[src/rtl/mem_stage.sv]
`default_nettype none
// ============================================================================
// mem_stage : RISC-V MEM stage, byte-serial little-endian load/store engine
// Revision  : 1.0
// ============================================================================
module mem_stage #(
  parameter int ADDR_W = 32,
  parameter int DATA_W = 32,
  parameter int REGA_W = 5
) (
  input  logic              clk,
  input  logic              rst,
  input  logic [REGA_W-1:0] mem_wd,
  input  logic              mem_wreg,
  input  logic [DATA_W-1:0] mem_wdata,
  input  logic              mem_ld,
  input  logic              mem_st,
  input  logic [2:0]        mem_funct3,
  input  logic [ADDR_W-1:0] mem_addr,
  input  logic [DATA_W-1:0] mem_sdata,
  input  logic [7:0]        ram_din,
  output logic [ADDR_W-1:0] ram_addr,
  output logic [7:0]        ram_dout,
  output logic              ram_we,
  output logic              stall_req,
  output logic [REGA_W-1:0] wb_wd,
  output logic              wb_wreg,
  output logic [DATA_W-1:0] wb_wdata
);

  localparam logic [1:0] S_IDLE   = 2'd0;
  localparam logic [1:0] S_ACCESS = 2'd1;
  localparam logic [1:0] S_DONE   = 2'd2;

  logic [1:0]        r_state;
  logic [2:0]        r_idx;
  logic [ADDR_W-1:0] r_addr;
  logic [DATA_W-1:0] r_sdata;
  logic [2:0]        r_f3;
  logic [REGA_W-1:0] r_wd;
  logic              r_wreg;
  logic              r_ld;
  logic [DATA_W-1:0] r_ldata;
  logic [REGA_W-1:0] r_wb_wd;
  logic              r_wb_wreg;
  logic [DATA_W-1:0] r_wb_wdata;

  logic [2:0]        w_nbytes;
  logic              w_issue;
  logic              w_last;
  logic [ADDR_W-1:0] w_idx_ext;
  logic [4:0]        w_st_sel;
  logic [1:0]        w_cap_idx;
  logic [4:0]        w_cap_sel;
  logic [DATA_W-1:0] w_ldres;

  always_comb begin
    unique case (r_f3[1:0])
      2'b00:   w_nbytes = 3'd1;
      2'b01:   w_nbytes = 3'd2;
      default: w_nbytes = 3'd4;
    endcase
  end

  // Loads spend one extra cycle collecting the byte read on the final address.
  assign w_issue   = (r_idx < w_nbytes);
  assign w_last    = r_ld ? (r_idx == w_nbytes) : (r_idx == (w_nbytes - 3'd1));
  assign w_idx_ext = {{(ADDR_W-3){1'b0}}, r_idx};
  assign w_st_sel  = {r_idx[1:0], 3'b000};
  assign w_cap_idx = r_idx[1:0] - 2'd1;
  assign w_cap_sel = {w_cap_idx, 3'b000};

  always_comb begin
    ram_addr = '0;
    ram_dout = 8'h00;
    ram_we   = 1'b0;
    if (r_state == S_ACCESS && w_issue) begin
      ram_addr = r_addr + w_idx_ext;
      if (!r_ld) begin
        ram_we   = 1'b1;
        ram_dout = r_sdata[w_st_sel +: 8];
      end
    end
  end

  // Gated by reset so a held ld/st in ex_mem cannot assert stall while in reset.
  assign stall_req = rst & (((r_state == S_IDLE) & (mem_ld | mem_st)) | (r_state == S_ACCESS));

  always_comb begin
    unique case (r_f3)
      3'b000:  w_ldres = {{(DATA_W-8){r_ldata[7]}}, r_ldata[7:0]};
      3'b100:  w_ldres = {{(DATA_W-8){1'b0}}, r_ldata[7:0]};
      3'b001:  w_ldres = {{(DATA_W-16){r_ldata[15]}}, r_ldata[15:0]};
      3'b101:  w_ldres = {{(DATA_W-16){1'b0}}, r_ldata[15:0]};
      default: w_ldres = r_ldata;
    endcase
  end

  always_ff @(posedge clk or negedge rst) begin
    if (!rst) begin
      r_state    <= S_IDLE;
      r_idx      <= 3'd0;
      r_addr     <= '0;
      r_sdata    <= '0;
      r_f3       <= 3'd0;
      r_wd       <= '0;
      r_wreg     <= 1'b0;
      r_ld       <= 1'b0;
      r_ldata    <= '0;
      r_wb_wd    <= '0;
      r_wb_wreg  <= 1'b0;
      r_wb_wdata <= '0;
    end else begin
      unique case (r_state)
        S_IDLE: begin
          if (mem_ld | mem_st) begin
            r_addr    <= mem_addr;
            r_sdata   <= mem_sdata;
            r_f3      <= mem_funct3;
            r_wd      <= mem_wd;
            r_wreg    <= mem_wreg;
            r_ld      <= mem_ld;
            r_ldata   <= '0;
            r_idx     <= 3'd0;
            r_wb_wreg <= 1'b0;
            r_state   <= S_ACCESS;
          end else begin
            r_wb_wd    <= mem_wd;
            r_wb_wreg  <= mem_wreg;
            r_wb_wdata <= mem_wdata;
          end
        end
        S_ACCESS: begin
          r_wb_wreg <= 1'b0;
          if (r_ld && r_idx != 3'd0) begin
            r_ldata[w_cap_sel +: 8] <= ram_din;
          end
          r_idx <= r_idx + 3'd1;
          if (w_last) begin
            r_state <= S_DONE;
          end
        end
        S_DONE: begin
          r_wb_wd    <= r_wd;
          r_wb_wreg  <= r_ld & r_wreg;
          r_wb_wdata <= r_ld ? w_ldres : '0;
          r_state    <= S_IDLE;
        end
        default: r_state <= S_IDLE;
      endcase
    end
  end

  assign wb_wd    = r_wb_wd;
  assign wb_wreg  = r_wb_wreg;
  assign wb_wdata = r_wb_wdata;

endmodule
`default_nettype wire

[config.mk]
export PLATFORM = sky130hd
export DESIGN_NAME = mem_stage
export DESIGN_NICKNAME = d
export VERILOG_FILES = /design/src/rtl/mem_stage.sv
export SDC_FILE = /design/constraint.sdc
export NUM_CORES = 1
export LEC_CHECK = 0
export ABC_AREA = 1
export CORE_UTILIZATION = 54
export CTS_CLUSTER_SIZE = 8
export DETAILED_ROUTE_END_ITERATION = 10
export GPL_TIMING_DRIVEN = 0
export PLACE_DENSITY = 0.95
export SLEW_MARGIN = 15
export SYNTH_ARGS = -nofsm -noshare
export SYNTH_HDL_FRONTEND = slang
export SYNTH_SLANG_ARGS = --single-unit
export TNS_END_PERCENT = 20
[constraint.sdc]
create_clock -name clk -period 4.1 [get_ports clk]
set_clock_uncertainty 0.15 [all_clocks]
set_input_delay 0.615 -clock clk [delete_from_list [all_inputs] [get_ports clk]]
set_output_delay 0.615 -clock clk [all_outputs]
set_load 0.02 [all_outputs]
Yosys cells after proc, flatten, opt, wreduce, memory -nomap -nowiden:

Cells that the tools add are included.
Widths: inputs -> output; s select.

* $add $sub $neg: 5
* $lt $le $gt $ge: 1
* eq/ne operators: 12
* shifts and indexed selects: 3
* muxes and demuxes: 24
* bitwise gates (word level): 5
* reductions and logical operators: 14

Operators with widths (count)
* $mux 32: 5
* $pmux 32 s2: 2
* $pmux 32 s4: 1
* $add 32x3->32: 1
* $bwmux 32: 1
* $shift 8x7->32 const A: 1
* $shiftx 32x6->8: 1
* $shiftx 8x7->32: 1
* $mux 8: 2
* $pmux 3 s2: 2
* $pmux 5 s2: 1
* $reduce_and 2->1: 4
* $neg 5->7: 1
* $eq 3x3->1: 2
* $eq 3x3->1 const B: 2
* $reduce_bool 3->1: 2
* $mux 5: 1
* $eq 2x1->1 const B: 2
* $logic_not 2->1: 2
* $mux 1: 4
* $mux 2: 2
* $ne 2x1->1 const B: 2
* $ne 2x2->1 const B: 2
* $pmux 2 s2: 1
* other kinds (14): 19

* flip-flop bits (word level): 149
* output and inout port bits: 80
* logic and storage cells: 76

Longest topological paths before layout:

* depth after elaboration: 7
* mapped depth: 12
* depth with buffers taken out: 12

Worst setup path before layout:

Ideal clock, no wire load.

* path type: register to output
* start: register r_f3[1]
* end: output port ram_addr[13]
* arrival: 2.173 ns
* setup slack: 1.162 ns
* cell stages (with the launch flop): 12
* buffers on the path: 2
* cell sequence: dfrtp_1 -> clkinv_1 -> clkbuf_1 -> ha_1 -> nand2_1 -> inv_1 -> nor3_1 -> nand2_2 -> inv_2 -> buf_4 -> o21ai_0 -> a21oi_1

* longest elaborated chain between the ends: 5

RTL lines
* start, declared: line 39 `logic [2:0] r_f3;`
* start signal, assigned: line 119 `r_f3 <= mem_funct3;`
* $eq 2x1->1 / $logic_not 2->1 (equally long branches): line 58 `unique case (r_f3[1:0])`
* $pmux 3 s2 *: line 58
* $lt 3x3->1 *: line 66 `assign w_issue = (r_idx < w_nbytes);`
* $logic_and 1x1->1 *: line 77 `if (r_state == S_ACCESS && w_issue) begin`
* $mux 32 *: line 77
* end, declared: line 22 `output logic [ADDR_W-1:0] ram_addr,`

Every way passes the cells marked *; elsewhere a longest branch is shown, timed or not.

Worst setup path in the final report:

* start: register r_f3[1]
* end: output port ram_addr[12]

Same word-level chain as after synthesis.

==> flow_metrics.env <==
export IMPL_status="completed"
export IMPL_viasPerCell=5.58
export IMPL_utilization_pct=74.9
export IMPL_yosysUniqueCellTypes=38
export IMPL_final_setup_viol_count=0
export IMPL_die_y_um=124
export IMPL_routed_wl_um=24700
export IMPL_first_pass_iters=7
export IMPL_tightest_slew_ps=588
export IMPL_first_iter_violations=819
export IMPL_num_vias=8315
export IMPL_clk_insertion_delay_late_ps=430
export IMPL_peakVddDrop_v=0.000486
export IMPL_seq_area_um2=3730
export IMPL_syn_inst=1077
export IMPL_synth_ff_latch_count=149
export IMPL_reg2reg_depth=6
export IMPL_syn_area_per_cell_um2=7.41
export IMPL_place_gp_congestion=0.940
export IMPL_cts_sinks=149
export IMPL_dieArea_um2=15300
export IMPL_rsz0062_at_grt="true"
export IMPL_startpoint_type="flip-flop"
export IMPL_htreeDepth=4
export IMPL_final_cells=1489
export IMPL_cts_buffers=17
export IMPL_root_buffer="clkbuf_16"
export IMPL_min_from="r_sdata[26]"
export IMPL_worst_endpoint_arrival_ps=3220
export IMPL_crit_fanout=10
export IMPL_drc_errors=0
export IMPL_worst_hold_path_type="flip-flop to flip-flop"
export IMPL_met3_usage_pct=7.29
export IMPL_final_common_cell="nand2_1"
export IMPL_r2r_setup_slack_ps=1510
export IMPL_end_kind="primary output"
export IMPL_worst_ep_required_time_ps=3340
export IMPL_max_cap_violations=0
export IMPL_fillers=1038
export IMPL_crit_start="r_f3[1]"
export IMPL_placement_rows=44
export IMPL_use_met1_pct=43.4
export IMPL_p_per_area_nw_per_um2=768
export IMPL_grt_pass1_wl_um=38800
export IMPL_r2r_end="r_ldata[26]"
export IMPL_syn_area_um2=7980
export IMPL_ant_nets=0
export IMPL_min_period_ps=3980
export IMPL_period_share_pct=97.1
export IMPL_fmax_ghz=0.251
export IMPL_clockBufferDepth=2
export IMPL_coreArea_um2=14500
export IMPL_relSlewSlack_pct=60.8
export IMPL_die_w_um=124
export IMPL_antenna_found_initial=0
export IMPL_yosys_warnings=0
export IMPL_multiInputGateArea_um2=3730
export IMPL_start_util_pct=55.1
export IMPL_hold_viol_final=0
export IMPL_grt_total_usage_pct=33.6
export IMPL_path_clk_slew_ps=60
export IMPL_ios=197
export IMPL_port_buffers=196
export IMPL_min_to="r_sdata[26]"
export IMPL_hpwlAfterDp_um=17700
export IMPL_grt_most_used_layer="met2"
export IMPL_leakagePower_nw=5.22
export IMPL_dp_cells=1458
export IMPL_path_class="flip-flop to primary output"
export IMPL_slew_viol_final=0
export IMPL_wire_per_inst_um=16.6
export IMPL_syn2layout_area_growth_pct=35.9
export IMPL_r2r_start="r_idx[0]"
export IMPL_seq_area_frac_synth_pct=46.7
export IMPL_grt_max_degree=110
export IMPL_syn_nets=1211
export IMPL_antenna_cells=0
export IMPL_nets=1426
export IMPL_tritoncts="done"
export IMPL_grt_overflow_total=0
export IMPL_grt_pass1_vias=7861
export IMPL_hold_depth=2
export IMPL_layout_drive_gt1_share_pct=7.51
export IMPL_met2_usage_pct=52.9
export IMPL_layout_common_cells="389 x nand2_1, 184 x clkdlybuf4s50_1, 149 x nor2_1, 147 x dfrtp_1, 70 x inv_1"
## registers in the layout, indices dropped and copies added (netlist names)
name and cells:
r_sdata 32, r_ld 1, r_wreg 1, r_ldata 32, r_state 2, wb_wreg 1, r_f3 3, wb_wd 5
wb_wdata 32, r_wd 5, r_idx 3, r_addr 32
## stage by stage
stage	power, mW	worst slack [ps]	hold WS [ps]	instance area, um2	setup TNS (ps)
3_5_place_dp	6.64	148	312	10200	0
5_1_grt	8.88	-79.7	349	10800	-79.7
4_1_cts	8.26	16.4	329	10800	0
3_3_place_gp	6.49	-3590	308	10200	-524700
6_report	8.32	117	328	10800	0
2_1_floorplan	5.05	1160	169	7980	0
## cell type report
cell class / instances / area share [%]
multi-input combinational: 806 / 34.4
timing repair buffer: 198 / 18.7
tap: 184 / 2.12
inverter: 79 / 2.79
sequential: 149 / 34.4
clock buffer: 18 / 4.05
clock inverter: 14 / 1.30
buffer: 41 / 2.17
## report_power, final
group / internal [mW] / leakage [nW] / switching [mW]
sequential: 2.08 / 1.85 / 0.463
clock: 0.871 / 0.284 / 0.683
combinational: 1.55 / 3.09 / 2.68
## synthesized netlist by cell type, drive strengths merged
cell type / count / share of area (%)
nand4: 10 / 0.78
nor4: 2 / 0.53
clkinv: 1 / 0.047
a21oi: 67 / 4.4
nand2: 396 / 19
xnor2: 5 / 0.55
o211ai: 16 / 1.5
o21ai: 76 / 5.0
a31oi: 15 / 1.2
xor2: 1 / 0.11
inv: 78 / 3.7
o21bai: 1 / 0.094
ha: 16 / 2.5
nand3: 31 / 2.1
buf: 25 / 2.1
nand3b: 1 / 0.094
and2: 1 / 0.078
clkbuf: 18 / 0.85
fa: 1 / 0.25
nor3: 8 / 0.56
or2: 1 / 0.078
nor2: 155 / 7.7
a21boi: 1 / 0.094
o22ai: 2 / 0.16
dfrtp: 149 / 47
## worst max path at each step
stage,to,slack (ps),cells after the start
after floorplan,ram_addr[13],1160,11
after global placement,stall_req,-3590,3
after detailed placement,ram_dout[1],150,10
after CTS,ram_dout[1],20,10
after global routing,ram_addr[12],-80,12
final,ram_addr[12],120,12
## metal layers
metal	up-vias	part of all wire (%)
met5	-	0
met4	0	3.7
met2	486	47
li1	3882	-
met1	3854	40
met3	93	9.5
## cell families after synthesis
kind of cell	count (synthesis)	share of synthesized area, %
compound gates	178	12.4
xor+xnor	6	0.659
fa+ha+maj	17	2.76
buf+inv	122	6.70
flops	149	46.7
simple gates	605	30.7
## what timing repair did
action                     4_1_cts  5_1_grt
pin swaps                        0        0
hold buffers                     1        0
buffers inserted                 0        0
setup endpoints to repair       33       30
cloned                           0        0
hold endpoints to repair        41        0
resized for setup                5       19
## worst max-delay path: stages, from the launching register on
cell and delay, ps:
dfrtp_1 440, nor2_1 210, inv_1 100, ha_1 280
nand2_1 90, nor2_1 40, nor3_1 170, nand2_2 210
inv_2 170, buf_4 190, o21ai_0 100, a21oi_1 160
clkdlybuf4s50_1 620
Note: power is estimated with default switching activity, not from simulation.
